==> config.mk <==
export PLATFORM = sky130hd
export DESIGN_NAME = count_ones_sm_param_flat
export DESIGN_NICKNAME = d
export VERILOG_FILES = /design/src/rtl/count_ones_sm_param_if.sv /design/src/rtl/count_ones_sm_param.sv /design/src/flat_wrapper.sv
export SDC_FILE = /design/constraint.sdc
export NUM_CORES = 1
export LEC_CHECK = 0
export ABC_AREA = 1
export CAP_MARGIN = 20
export CORE_ASPECT_RATIO = 1.1
export CORE_UTILIZATION = 45
export CTS_CLUSTER_DIAMETER = 120
export DETAILED_ROUTE_END_ITERATION = 8
export GPL_ROUTABILITY_DRIVEN = 0
export HOLD_SLACK_MARGIN = 0.03
export PLACE_DENSITY = 0.73
export SETUP_SLACK_MARGIN = 0.15
export SLEW_MARGIN = 15
export SYNTH_ARGS = -nofsm -noshare
export SYNTH_HDL_FRONTEND = slang
export SYNTH_SLANG_ARGS = --single-unit
==> constraint.sdc <==
create_clock -name clk -period 1.6 [get_ports clk]
set_clock_uncertainty 0.05 [all_clocks]
set_input_delay 0.48 -clock clk [delete_from_list [all_inputs] [get_ports clk]]
set_output_delay 0.48 -clock clk [all_outputs]
set_load 0.03 [all_outputs]
==> src/rtl/count_ones_sm_param_if.sv <==
// Start/busy/done handshake bundle for the multi-bit population counter.
// master = controller side, slave = counter side.
interface count_ones_sm_param_if #(
    parameter int WORD_SIZE    = 8,
    parameter int COUNTER_SIZE = 4
);
    logic                    start;
    logic                    mode;
    logic [WORD_SIZE-1:0]    data;
    logic [COUNTER_SIZE-1:0] bit_count;
    logic                    busy;
    logic                    done;

    modport master (
        output start, mode, data,
        input  bit_count, busy, done
    );

    modport slave (
        input  start, mode, data,
        output bit_count, busy, done
    );
endinterface

==> src/rtl/count_ones_sm_param.sv <==
// Parametrised ones/zeros counter, BITS_PER_CYCLE bits per clock.
// Optional macro COUNT_ONES_SM_EARLY_EXIT_EN: stop once the remaining word is zero.
module count_ones_sm_param #(
    parameter int WORD_SIZE      = 8,
    parameter int COUNTER_SIZE   = 4,
    parameter int BITS_PER_CYCLE = 2
) (
    input logic                 clk,
    input logic                 reset,
    count_ones_sm_param_if.slave bus
);
    localparam int N  = WORD_SIZE / BITS_PER_CYCLE;
    localparam int CW = (N > 1) ? $clog2(N) : 1;

    typedef enum logic [1:0] {
        S_IDLE  = 2'd0,
        S_COUNT = 2'd1,
        S_WAIT  = 2'd2
    } state_t;

    state_t                  state_q, state_d;
    logic [WORD_SIZE-1:0]    shreg_q, shreg_d;
    logic [CW-1:0]           chunk_q, chunk_d;
    logic [COUNTER_SIZE-1:0] bit_count_q, bit_count_d;
    logic                    busy_q, busy_d;
    logic                    done_q, done_d;

    logic [COUNTER_SIZE-1:0] chunk_ones;
    logic [WORD_SIZE-1:0]    shifted;
    logic                    finish;

    // Next-state and datapath: load on start, accumulate one chunk per clock
    always_comb begin
        state_d     = state_q;
        shreg_d     = shreg_q;
        chunk_d     = chunk_q;
        bit_count_d = bit_count_q;
        chunk_ones  = '0;
        shifted     = shreg_q >> BITS_PER_CYCLE;
        for (int i = 0; i < BITS_PER_CYCLE; i++) begin
            chunk_ones = chunk_ones + COUNTER_SIZE'(shreg_q[i]);
        end
`ifdef COUNT_ONES_SM_EARLY_EXIT_EN
        finish = (chunk_q == CW'(N - 1)) || (shifted == '0);
`else
        finish = (chunk_q == CW'(N - 1));
`endif
        case (state_q)
            S_IDLE, S_WAIT: begin
                if (bus.start) begin
                    shreg_d     = bus.mode ? ~bus.data : bus.data;
                    chunk_d     = '0;
                    bit_count_d = '0;
                    state_d     = S_COUNT;
                end
            end
            S_COUNT: begin
                bit_count_d = bit_count_q + chunk_ones;
                shreg_d     = shifted;
                chunk_d     = chunk_q + 1'b1;
                if (finish) begin
                    state_d = S_WAIT;
                end
            end
            default: begin
                state_d     = S_IDLE;
                shreg_d     = '0;
                chunk_d     = '0;
                bit_count_d = '0;
            end
        endcase
        busy_d = (state_d == S_COUNT);
        done_d = (state_d == S_WAIT);
    end

    // State and registered outputs, synchronous reset
    always_ff @(posedge clk) begin
        if (reset) begin
            state_q     <= S_IDLE;
            shreg_q     <= '0;
            chunk_q     <= '0;
            bit_count_q <= '0;
            busy_q      <= 1'b0;
            done_q      <= 1'b0;
        end else begin
            state_q     <= state_d;
            shreg_q     <= shreg_d;
            chunk_q     <= chunk_d;
            bit_count_q <= bit_count_d;
            busy_q      <= busy_d;
            done_q      <= done_d;
        end
    end

    assign bus.bit_count = bit_count_q;
    assign bus.busy      = busy_q;
    assign bus.done      = done_q;
endmodule

==> src/flat_wrapper.sv <==
// flat-port wrapper written by rule: the top's interface ports become plain ports
module count_ones_sm_param_flat 
#(
    parameter int WORD_SIZE      = 8,
    parameter int COUNTER_SIZE   = 4,
    parameter int BITS_PER_CYCLE = 2
)
  (clk, reset, bus_start, bus_mode, bus_data, bus_bit_count, bus_busy, bus_done);
  count_ones_sm_param_if #(.WORD_SIZE(WORD_SIZE), .COUNTER_SIZE(COUNTER_SIZE)) bus_i ();
  input logic clk;
  input logic reset;
  input wire logic [$bits(bus_i.start)-1:0] bus_start;
  input wire logic [$bits(bus_i.mode)-1:0] bus_mode;
  input wire logic [$bits(bus_i.data)-1:0] bus_data;
  output wire logic [$bits(bus_i.bit_count)-1:0] bus_bit_count;
  output wire logic [$bits(bus_i.busy)-1:0] bus_busy;
  output wire logic [$bits(bus_i.done)-1:0] bus_done;
  assign bus_i.start = bus_start;
  assign bus_i.mode = bus_mode;
  assign bus_i.data = bus_data;
  assign bus_bit_count = bus_i.bit_count;
  assign bus_busy = bus_i.busy;
  assign bus_done = bus_i.done;
  count_ones_sm_param #(.WORD_SIZE(WORD_SIZE), .COUNTER_SIZE(COUNTER_SIZE), .BITS_PER_CYCLE(BITS_PER_CYCLE)) u_core (.clk(clk), .reset(reset), .bus(bus_i));
endmodule
==> results <==
- After clock tree synthesis, the flow added hold-fix buffers numbering 0.
- The global route total overflow is 0.
- Summed over all cells, the static leakage comes to slightly above 0.5 nW.
- The clock passes through at most 2 buffers.
- The first global-routing pass estimated between 3000 and 4000 um of wire.
- The most used flip-flop cell after synthesis is sky130_fd_sc_hd__dfxtp_1.
- In the synthesized netlist the async set-or-reset flop fraction comes to 0%.
- 0 antenna diodes ended up in the layout.
- Counting instances in the post-synthesis netlist gives the leading cell types as 31 x sky130_fd_sc_hd__nand2_1, 18 x sky130_fd_sc_hd__dfxtp_1, 15 x sky130_fd_sc_hd__nor2_1, 8 x sky130_fd_sc_hd__o21ai_0, 6 x sky130_fd_sc_hd__a21oi_1.
- By area the synthesized netlist is led by sky130_fd_sc_hd__dfxtp_1 37%, sky130_fd_sc_hd__nand2_1 12%, sky130_fd_sc_hd__a31oi_2 6.4%.
- The first-pass iteration count of the detailed router is 4.
- The via density per instance is between 4 and 5.
- Of the synthesized area, sequential elements account for a little under two fifths.
- The clock insertion delay at the later pin of the skew report is about 290 ps.
- Once the floorplan was initialized, standard cells occupied 48.3% of the core.
- The max-capacitance violation count is 0.
- The final routed DRC violation total is 0.
- The clock edge transition at the registers on the reported setup and hold paths is 100 ps.
- The cell area after synthesis is between 900 and 1000 um2.
- The flow ran to the end, and the final reports show no timing, DRC or antenna violations.
- The total negative setup slack is 0 ps.
- Yosys mapped the design onto 24 distinct sky130hd cell types.
- The flip-flop and latch count after synthesis is 18.
- The setup-violating endpoint count in the final report is 0.
- Across all register-to-register paths, the minimum setup slack is approximately 45 ps.
- The number of global-route vias before repair came to between 700 and 800.
- The count of flip-flops with a built-in enable after synthesis is 0.
- The type of the worst min-delay path is reg -> reg.
- The worst endpoint data arrival time is around 1700 ps.
- For this block, the routed nets add up to around 1900 um of wire.
- The die is between 50 and 60 um tall.
- Of the available clock period, the critical path in the final layout requires 97.2%.
- The number of hold violations in the final report is 0.
- The standard cell with the maximum stage delay on the critical path is sky130_fd_sc_hd__fa_2.
- Dividing the detail-routed wire length by the instance count gives between 10 and 15 um.
- Setup slack closes at around 45 ps.
- The floorplan step defined a die boundary enclosing 2360 um2.
- Global routing consumed, over all layers together, about a fifth of the routing resources.
- The cell sitting at the root of the clock tree is a sky130_fd_sc_hd__clkbuf_4.
- After the first detailed-routing iteration, the DRC count stood at 13.
- The cell type group with the largest total delay on the critical path is adder cells.
- The required time of the critical path is 1780 ps.
- The critical path buffer and inverter count is 0.
- Dividing total power by cell area gives a power density of between 700 and 800 nW/um2.
- Dividing the synthesized area by the synthesized cell count gives roughly 8 um2.
- The net count after synthesis is around 140.
- The region available for standard cell placement spans slightly above 2000 um2.
- The largest area contributor in the synthesized netlist is sky130_fd_sc_hd__dfxtp_1.
- The count of cells in the finished layout, fillers not included, comes to roughly 170.
- The floorplan step set the die width to ~46 um.
- For this run, the post-layout net count is approximately 160.
- The fmax is roughly 640 MHz.
- The initial antenna violation count was 0.
- Summed over its instances, the top area cell type makes up a little under two fifths of the synthesized netlist area.
- The kind of start point of the critical path is a flop.
- After technology mapping, the gate count stands at 120.
- The CTS tree is built.
- The placement-stage worst setup slack is -29.2 ps.
- The type of the setup path with the least slack is reg -> reg.
- The critical path goes through ha_4, ha_4, fa_2, nand2_1, a21oi_1.
- Detailed placement ended at an HPWL of about 1500 um.
- Entering global routing, the biggest net connects 16 pins.
- The number of slew-limit violations in the final report is 0.
- CTS built an H-tree with a depth of 1.
- At the pin with the least slew margin, the transition time is ~260 ps.
- The fraction of layout instances using a drive strength above 1 is a little under a third.
- The worst-case headroom to the max-slew limit is just over 80%.
- The maximum resistive drop on vdd is 440 uV.
- Setup repair after global routing could not meet its margin everywhere.
- The yosys synthesis warning count is 0.
- The highest net fanout along the worst path is 2.
- For this design, the sink count on the clock tree is 18.
- The total clock buffers created by CTS is 3.
- The I/O pin count is 18.
- The detail route stage leaves a number of antenna-violating nets equal to 0.
- The quantity of I/O buffers inserted on ports is 17.
- The minimum clock period after layout is between 1500 and 2000 ps.
- The via count is between 800 and 900.
- The category of the worst setup path capture point is a flop.
- The most common cell in the synthesized netlist is sky130_fd_sc_hd__nand2_1.
- The floorplan has 17 rows.
- On the worst path, the slowest cell contributes a delay of between 500 and 600 ps.
- The smallest hold slack is between 400 and 500 ps.
- From synthesis to final layout, the design area changed by 26.4%.
- Including well taps, the total number of placed cells is 166.
- The most frequent cell on the critical path is sky130_fd_sc_hd__ha_4.
placed cells by master, fill, tap and decap left out, drive strengths merged:
cell type      instances
buf                   13
nand3                  4
dfxtp                 18
o21ai                  9
fa                     1
ha                     4
inv                    7
and3                   2
nand2                 37
clkdlybuf4s50         11
a21oi                  9
a31oi                  6
clkbuf                 4
xor2                   2
clkdlybuf4s18          1
nor2                  16
cell families (layout without fill, tap and decap cells):
group / after synthesis / after routing / share of synthesized area (%)
flip-flops: 18 / 18 / 36.9
adder cells (fa/ha/maj): 5 / 5 / 7.18
AO/OA/AOI/OAI: 24 / 24 / 17.4
AND/OR/NAND/NOR: 59 / 59 / 27.9
XOR/XNOR: 2 / 2 / 1.80
buffers and inverters: 12 / 36 / 8.72
flip-flops by register name, summed over array words and instances (netlist names):
signal                count
u_core.bus.busy           1
u_core.bus.done           1
u_core.state_q            2
u_core.bus.bit_count      4
u_core.chunk_q            2
u_core.shreg_q            8
stage by stage:
stage,cell area (um2),util (%),total power (W)
after global placement,1190,59.0,0.000698
final,1230,61.1,0.000921
after detailed placement,1190,59.0,0.000704
after CTS,1230,60.7,0.000928
after floorplan,1000,-,0.000643
after global routing,1230,61.1,0.000973
worst reg2reg max path, cell delays in order, from the launching register on:
cell and delay, ps:
sky130_fd_sc_hd__dfxtp_2 350, sky130_fd_sc_hd__ha_4 240, sky130_fd_sc_hd__ha_4 160, sky130_fd_sc_hd__fa_2 510, sky130_fd_sc_hd__nand2_1 50, sky130_fd_sc_hd__a21oi_1 130
area by class of cell:
type	instances	area [um2]
clock buffer	3	22.5
fill	184	787
inverter	7	31.3
multi-input combinational	90	558
sequential	18	367
tap	28	35.0
timing repair buffer	26	220
path summary, 6_finish.rpt:
kind / startpoint / to / cells past startpoint
max: u_core.shreg_q[0] / u_core.bus.bit_count[1] / 5
max reg2reg: u_core.shreg_q[0] / u_core.bus.bit_count[1] / 5
min: u_core.shreg_q[6] / u_core.shreg_q[6] / 2
min reg2reg: u_core.shreg_q[6] / u_core.shreg_q[6] / 2
what timing repair did:
action | in CTS | in global routing
setup endpoints to repair | 7 | 6
endpoints found under the hold margin | 0 | 0
pin swaps | 0 | 3
gates resized for setup | 11 | 5
setup buffers | 2 | 1
metal layers:
metal | GRT usage [%] | routed length, um
met5 | 0 | 0
met4 | 9.80 | 42
met3 | 4.95 | 64
met2 | 31.7 | 932
met1 | 21.1 | 864
power breakdown:
group	total (W)	leakage [nW]	internal, W	switching, W
Combinational	0.000199	0.354	0.0000959	0.000103
Clock	0.000224	0.0138	0.0000877	0.000136
Sequential	0.000499	0.150	0.000477	0.0000223
Total	0.000921	0.517	0.000660	0.000261
Power figures use the tool's default switching activity.
